===== config.mk =====
export PLATFORM = sky130hd
export DESIGN_NAME = motoro3_step_sequencer
export DESIGN_NICKNAME = d
export VERILOG_FILES = /design/src/rtl/motoro3_pkg.sv /design/src/rtl/motoro3_step_strobe_decode.sv /design/src/rtl/motoro3_step_sequencer.sv
export SDC_FILE = /design/constraint.sdc
export NUM_CORES = 1
export LEC_CHECK = 0
export BUFFER_PORTS_ARGS = -buffer_cell sky130_fd_sc_hd__buf_2
export CAP_MARGIN = 20
export CORE_MARGIN = 2
export CORE_UTILIZATION = 55
export CTS_BUF_LIST = sky130_fd_sc_hd__clkbuf_8
export DETAILED_ROUTE_END_ITERATION = 10
export GPL_TIMING_DRIVEN = 0
export HOLD_SLACK_MARGIN = 0.03
export MAX_ROUTING_LAYER = met4
export PLACE_DENSITY = 0.8
export SETUP_SLACK_MARGIN = 0.1
export SLEW_MARGIN = 20
export SYNTH_ARGS = -nofsm -noshare
export SYNTH_HDL_FRONTEND = slang
export SYNTH_SLANG_ARGS = --single-unit

===== constraint.sdc =====
create_clock -name clk -period 5.8 [get_ports clk]
set_clock_uncertainty 0.05 [all_clocks]
set_input_delay 1.45 -clock clk [delete_from_list [all_inputs] [get_ports clk]]
set_output_delay 1.45 -clock clk [all_outputs]
set_load 0.03 [all_outputs]

===== src/rtl/motoro3_pkg.sv =====
// Shared types and constants for the motoro3 12-step commutation sequencer.
// Holds the state encoding, step and length constants and the length clamp helper.
package motoro3_pkg;

    localparam int CNT_W  = 25;
    localparam int STEP_W = 4;
    localparam int CYC_W  = 16;

    localparam logic [STEP_W-1:0] STEP_IDLE  = 4'd15;
    localparam logic [STEP_W-1:0] STEP_LAST  = 4'd11;
    localparam logic [STEP_W-1:0] STEP_HALF  = 4'd5;
    localparam logic [STEP_W-1:0] STEP_FIRST = 4'd0;
    localparam logic [STEP_W-1:0] STEP_ONE   = 4'd1;

    localparam logic [CNT_W-1:0] STEP_LEN_MIN = 25'd4;
    localparam logic [CNT_W-1:0] CNT_ONE      = 25'd1;
    localparam logic [CNT_W-1:0] CNT_TWO      = 25'd2;

    localparam logic [CYC_W-1:0] CYC_ONE = 16'd1;

    typedef enum logic [1:0] {
        ST_IDLE     = 2'd0,
        ST_RUN      = 2'd1,
        ST_STOPPING = 2'd2
    } seq_state_e;

    // Short lengths are raised so First2/First1/Last2/Last1 never coincide.
    function automatic logic [CNT_W-1:0] clamp_len(input logic [CNT_W-1:0] len);
        return (len < STEP_LEN_MIN) ? STEP_LEN_MIN : len;
    endfunction

endpackage


===== src/rtl/motoro3_step_strobe_decode.sv =====
// Step-position strobe decode: purely combinational from the in-step counter,
// the latched step length and the active flag; no latency, no flow control.
module motoro3_step_strobe_decode
    import motoro3_pkg::*;
(
    input  logic [CNT_W-1:0] m3cnt_i,
    input  logic [CNT_W-1:0] len_i,
    input  logic             active_i,
    output logic             first2_o,
    output logic             first1_o,
    output logic             last2_o,
    output logic             last1_o
);

    assign first2_o = active_i && (m3cnt_i == (len_i - CNT_ONE));
    assign first1_o = active_i && (m3cnt_i == (len_i - CNT_TWO));
    assign last2_o  = active_i && (m3cnt_i == CNT_ONE);
    assign last1_o  = active_i && (m3cnt_i == '0);

endmodule


===== src/rtl/motoro3_step_sequencer.sv =====
// 12-step commutation sequencer: state updates on the falling clock edge; strobes and
// flags decode combinationally from registered state. runEn is a level, no backpressure.
module motoro3_step_sequencer
    import motoro3_pkg::*;
(
    input  logic              clk,
    input  logic              rst,
    input  logic              runEn,
    input  logic [CNT_W-1:0]  m3r_stepLen,
    output logic [STEP_W-1:0] sgStep,
    output logic [CNT_W-1:0]  m3cnt,
    output logic              m3cntFirst2,
    output logic              m3cntFirst1,
    output logic              m3cntLast2,
    output logic              m3cntLast1,
    output logic              pwmActive1,
    output logic              pwmLastStep1,
    output logic [CYC_W-1:0]  cycleCnt
);

    seq_state_e        state_q;
    logic [STEP_W-1:0] step_q;
    logic [CNT_W-1:0]  cnt_q;
    logic [CNT_W-1:0]  len_q;
    logic [CYC_W-1:0]  cyc_q;

    logic [CNT_W-1:0]  len_d;
    seq_state_e        run_d;

    assign len_d = clamp_len(m3r_stepLen);
    assign run_d = runEn ? ST_RUN : ST_STOPPING;

    // RUN and STOPPING count identically; runEn is only consulted at the step-11 boundary.
    always_ff @(negedge clk or posedge rst) begin
        if (rst) begin
            state_q <= ST_IDLE;
            step_q  <= STEP_IDLE;
            cnt_q   <= '0;
            len_q   <= STEP_LEN_MIN;
            cyc_q   <= '0;
        end else begin
            case (state_q)
                ST_IDLE: begin
                    if (runEn) begin
                        state_q <= ST_RUN;
                        step_q  <= STEP_FIRST;
                        cnt_q   <= len_d - CNT_ONE;
                        len_q   <= len_d;
                    end
                end
                default: begin
                    if (cnt_q != '0) begin
                        state_q <= run_d;
                        cnt_q   <= cnt_q - CNT_ONE;
                    end else if (step_q == STEP_LAST) begin
                        cyc_q <= cyc_q + CYC_ONE;
                        if (!runEn) begin
                            state_q <= ST_IDLE;
                            step_q  <= STEP_IDLE;
                            cnt_q   <= '0;
                        end else begin
                            state_q <= ST_RUN;
                            step_q  <= STEP_FIRST;
                            cnt_q   <= len_d - CNT_ONE;
                            len_q   <= len_d;
                        end
                    end else begin
                        state_q <= run_d;
                        step_q  <= step_q + STEP_ONE;
                        cnt_q   <= len_d - CNT_ONE;
                        len_q   <= len_d;
                    end
                end
            endcase
        end
    end

    assign sgStep       = step_q;
    assign m3cnt        = cnt_q;
    assign cycleCnt     = cyc_q;
    assign pwmActive1   = (state_q != ST_IDLE);
    assign pwmLastStep1 = pwmActive1 && ((step_q == STEP_HALF) || (step_q == STEP_LAST));

    motoro3_step_strobe_decode u_strobe (
        .m3cnt_i  (cnt_q),
        .len_i    (len_q),
        .active_i (pwmActive1),
        .first2_o (m3cntFirst2),
        .first1_o (m3cntFirst1),
        .last2_o  (m3cntLast2),
        .last1_o  (m3cntLast1)
    );

endmodule


==> results.py <==
metrics = {
    "clock_network": {
        "cts_buffers": 9,
        "htreeDepth": 3,
        "clk_pin_slew_ps": 60,
        "clock_path_buffers": 2,
        "clock_sinks": 72,
        "root_buffer": "clkbuf_8",
        "cts_tree": "done",
        "clk_latency_ps": 430,
    },
    "synth": {
        "yosysTopAreaCell": "dfrtn_1",
        "synth_cells": 685,
        "synth_area_per_cell_sq_um": 8.05,
        "async_flop_share_pct": 100,
        "synth.top_cell.area_share_pct": 30.4,
        "ys_seq_area_share_pct": 32.8,
        "syn_nets": 722,
        "synth_flop_cell": "dfrtn_1",
        "synthTopCellsByArea": "dfrtn_1 (30%), nand2_1 (8.5%), xnor2_1 (6.2%), xor2_1 (5.9%), nor4_1 (3.4%)",
        "synthTopCellsByCount": "nand2_1 (125), dfrtn_1 (67), nor2_1 (43)",
        "synth-edff-count": 0,
        "ys_ff_latch": 72,
        "synth_most_common_cell": "nand2_1",
        "synth.distinct_cells": 70,
        "yosys_warnings": 0,
        "syn_area_sq_um": 5510,
    },
    "finish": {
        "final_cells": 1021,
        "antenna_cells": 0,
        "multi_input_area_sq_um": 4270,
        "final-seq-area_sq_um": 1810,
        "fin_area_sq_um": 8110,
        "syn_to_final_growth_pct": 47.1,
        "drive_gt1_share_pct": 37.6,
        "finalNetCount": 920,
        "final_util_pct": 83.3,
        "fillers": 524,
    },
    "floorplan": {
        "io_pins": 79,
        "die-area_sq_um": 10800,
        "die_x_microns": 104,
        "rows": 36,
        "fp.dieH_microns": 104,
        "initial_core_util_pct": 56.6,
        "core_area_sq_um": 9730,
    },
    "timing": {
        "worst_slew_pin_slew_ps": 890,
        "fin_ws_ps": -1400,
        "rsz0062_at_grt": "true",
        "setup_viol": 29,
        "whs_ps": 391,
        "relSlewSlack_pct": 40.1,
        "hold_viol": 0,
        "maxSlewViolCount": 0,
    },
    "pwr": {
        "pwr-share-seq_pct": 33.2,
        "p_leak_nw": 3.52,
        "power_density_nw_per_um2": 269,
        "ir_worst_vdd_v": 0.000195,
        "combPwrFrac_pct": 47.3,
        "pwr-share-clk_pct": 19.5,
        "swShare_pct": 46.7,
        "p_switching_mw": 1.02,
        "p_int_mw": 1.16,
        "fin_total_pwr_mw": 2.18,
    },
    "placement": {
        "dp_cells": 898,
        "gp_congestion": 0.920,
        "hpwl_microns": 14100,
        "io_buffers": 78,
        "dpl_cell_area_sq_um": 6370,
    },
    "route": {
        "antenna_left": 0,
        "remaining_drc_errors": 0,
        "wl_per_cell_microns": 24.4,
        "wl_met1_microns": 8450,
        "met2WireLength_microns": 11300,
        "met3WireLength_microns": 2860,
        "via_count": 7103,
        "via_per_inst": 6.96,
        "drt_iter0_markers": 972,
        "top_layer": "met4",
        "drtPass1Iterations": 6,
        "wirelength_microns": 24900,
    },
    "setup_path": {
        "worst-setup-path-type": "reg -> out",
        "cp_max_fo": 8,
        "required_ps": 4300,
        "arrival_ps": 5700,
        "start_kind": "flip-flop",
        "critPathCaptureType": "output port",
    },
    "global_route": {
        "grt_pass1_vias": 6683,
        "grt_pass1_wl_microns": 36100,
        "grtUsageTotal_pct": 43.5,
        "overflow": 0,
        "grt_max_degree": 36,
        "grt_antenna_before_repair": 0,
    },
    "run": {
        "maxCapViolCount": 0,
    },
    "outcome": {
        "run_status": "finished with violations",
        "violations": "negative setup slack",
    },
    "min_path": {
        "hp-class": "reg -> reg",
    },
}
## sequential cells by signal, indices dropped and copies added, names as in the netlist
signal / flops
cycleCnt: 16
len_q: 25
m3cnt: 25
sgStep: 4
state_q: 2
## layout make-up
| cell class | count | share of cell area (%) |
|---|---|---|
| inverter | 17 | 0.833 |
| buffer | 29 | 2.04 |
| timing repair buffer | 188 | 17.5 |
| clock inverter | 12 | 1.10 |
| tap | 133 | 2.05 |
| multi-input combinational | 561 | 52.6 |
| sequential | 72 | 22.3 |
| clock buffer | 9 | 1.53 |
## critical path, stage by stage, from the launching register on
cell,delay (ps)
dfstp_2,550
inv_2,60
ha_4,170
a211oi_4,320
nand3_4,170
or4b_4,510
nand2_2,90
a21boi_2,80
nor4_4,250
buf_4,200
## power groups by stage
| stage | Clock (mW) | Combinational [mW] | Sequential (mW) |
|---|---|---|---|
| after floorplan | 0.00643 | 0.519 | 0.754 |
| after global placement | 0.00643 | 0.787 | 0.703 |
| after detailed placement | 0.00643 | 0.812 | 0.708 |
| after CTS | 0.411 | 0.917 | 0.703 |
| after global routing | 0.441 | 1.09 | 0.726 |
| final | 0.426 | 1.03 | 0.724 |
## routing by layer
layer	track usage [%]	up-vias
met5	-	-
met4	25.9	0
met3	8.96	236
met2	69.2	641
met1	51.0	3330
li1	-	2896
## final timing paths
kind | from | to | slack [ps] | depth (start not counted)
worst max-delay path | len_q[2] | m3cntFirst2 | -1400 | 9
max in group asynchronous | rst | len_q[2] | 1210 | 4
min in group asynchronous | rst | len_q[3] | 3730 | 2
worst min register to register | cycleCnt[10] | cycleCnt[10] | 390 | 1
worst max register to register | sgStep[0] | cycleCnt[15] | 170 | 33
worst min-delay path | cycleCnt[10] | cycleCnt[10] | 390 | 1
## cell families (layout without fill, tap and decap cells)
| family | Yosys count | count (layout) | synth area share, % |
|---|---|---|---|
| mux | 2 | 2 | 0.386 |
| fa+ha+maj | 9 | 9 | 2.04 |
| compound gates | 132 | 132 | 15.8 |
| buf+inv | 52 | 255 | 3.95 |
| simple gates | 342 | 342 | 32.9 |
| flops | 72 | 72 | 32.8 |
| xor+xnor | 76 | 76 | 12.1 |
## cells in the final DEF (no fill, tap or decap), types with 17 or more instances in the layout
cell / synthesis / layout
nand2_1: 125 / 117
buf_4: 0 / 92
buf_2: 6 / 69
dfrtn_1: 67 / 67
nor2_1: 43 / 37
xnor2_1: 39 / 35
xor2_1: 37 / 35
buf_6: 2 / 26
o21ai_0: 36 / 26
a21oi_1: 25 / 22
nand3_1: 33 / 21
inv_1: 18 / 18
nor4_4: 4 / 17
nor3_1: 29 / 17
## stage by stage
| step | setup TNS (ps) | setup slack [ps] |
|---|---|---|
| floorplan | -11670 | -939 |
| global placement | -25970 | -1800 |
| detailed placement | -27880 | -1900 |
| CTS | -13610 | -1370 |
| global route | -18710 | -1530 |
| finish | -17240 | -1400 |
## repair_timing
action,in CTS,in global routing
setup buffers,96,19
pin swaps,56,41
hold buffers,0,0
gates resized for setup,114,58
endpoints found under the setup margin,33,55
cloned,0,0
No activity file was read; power rests on OpenSTA's default activity.
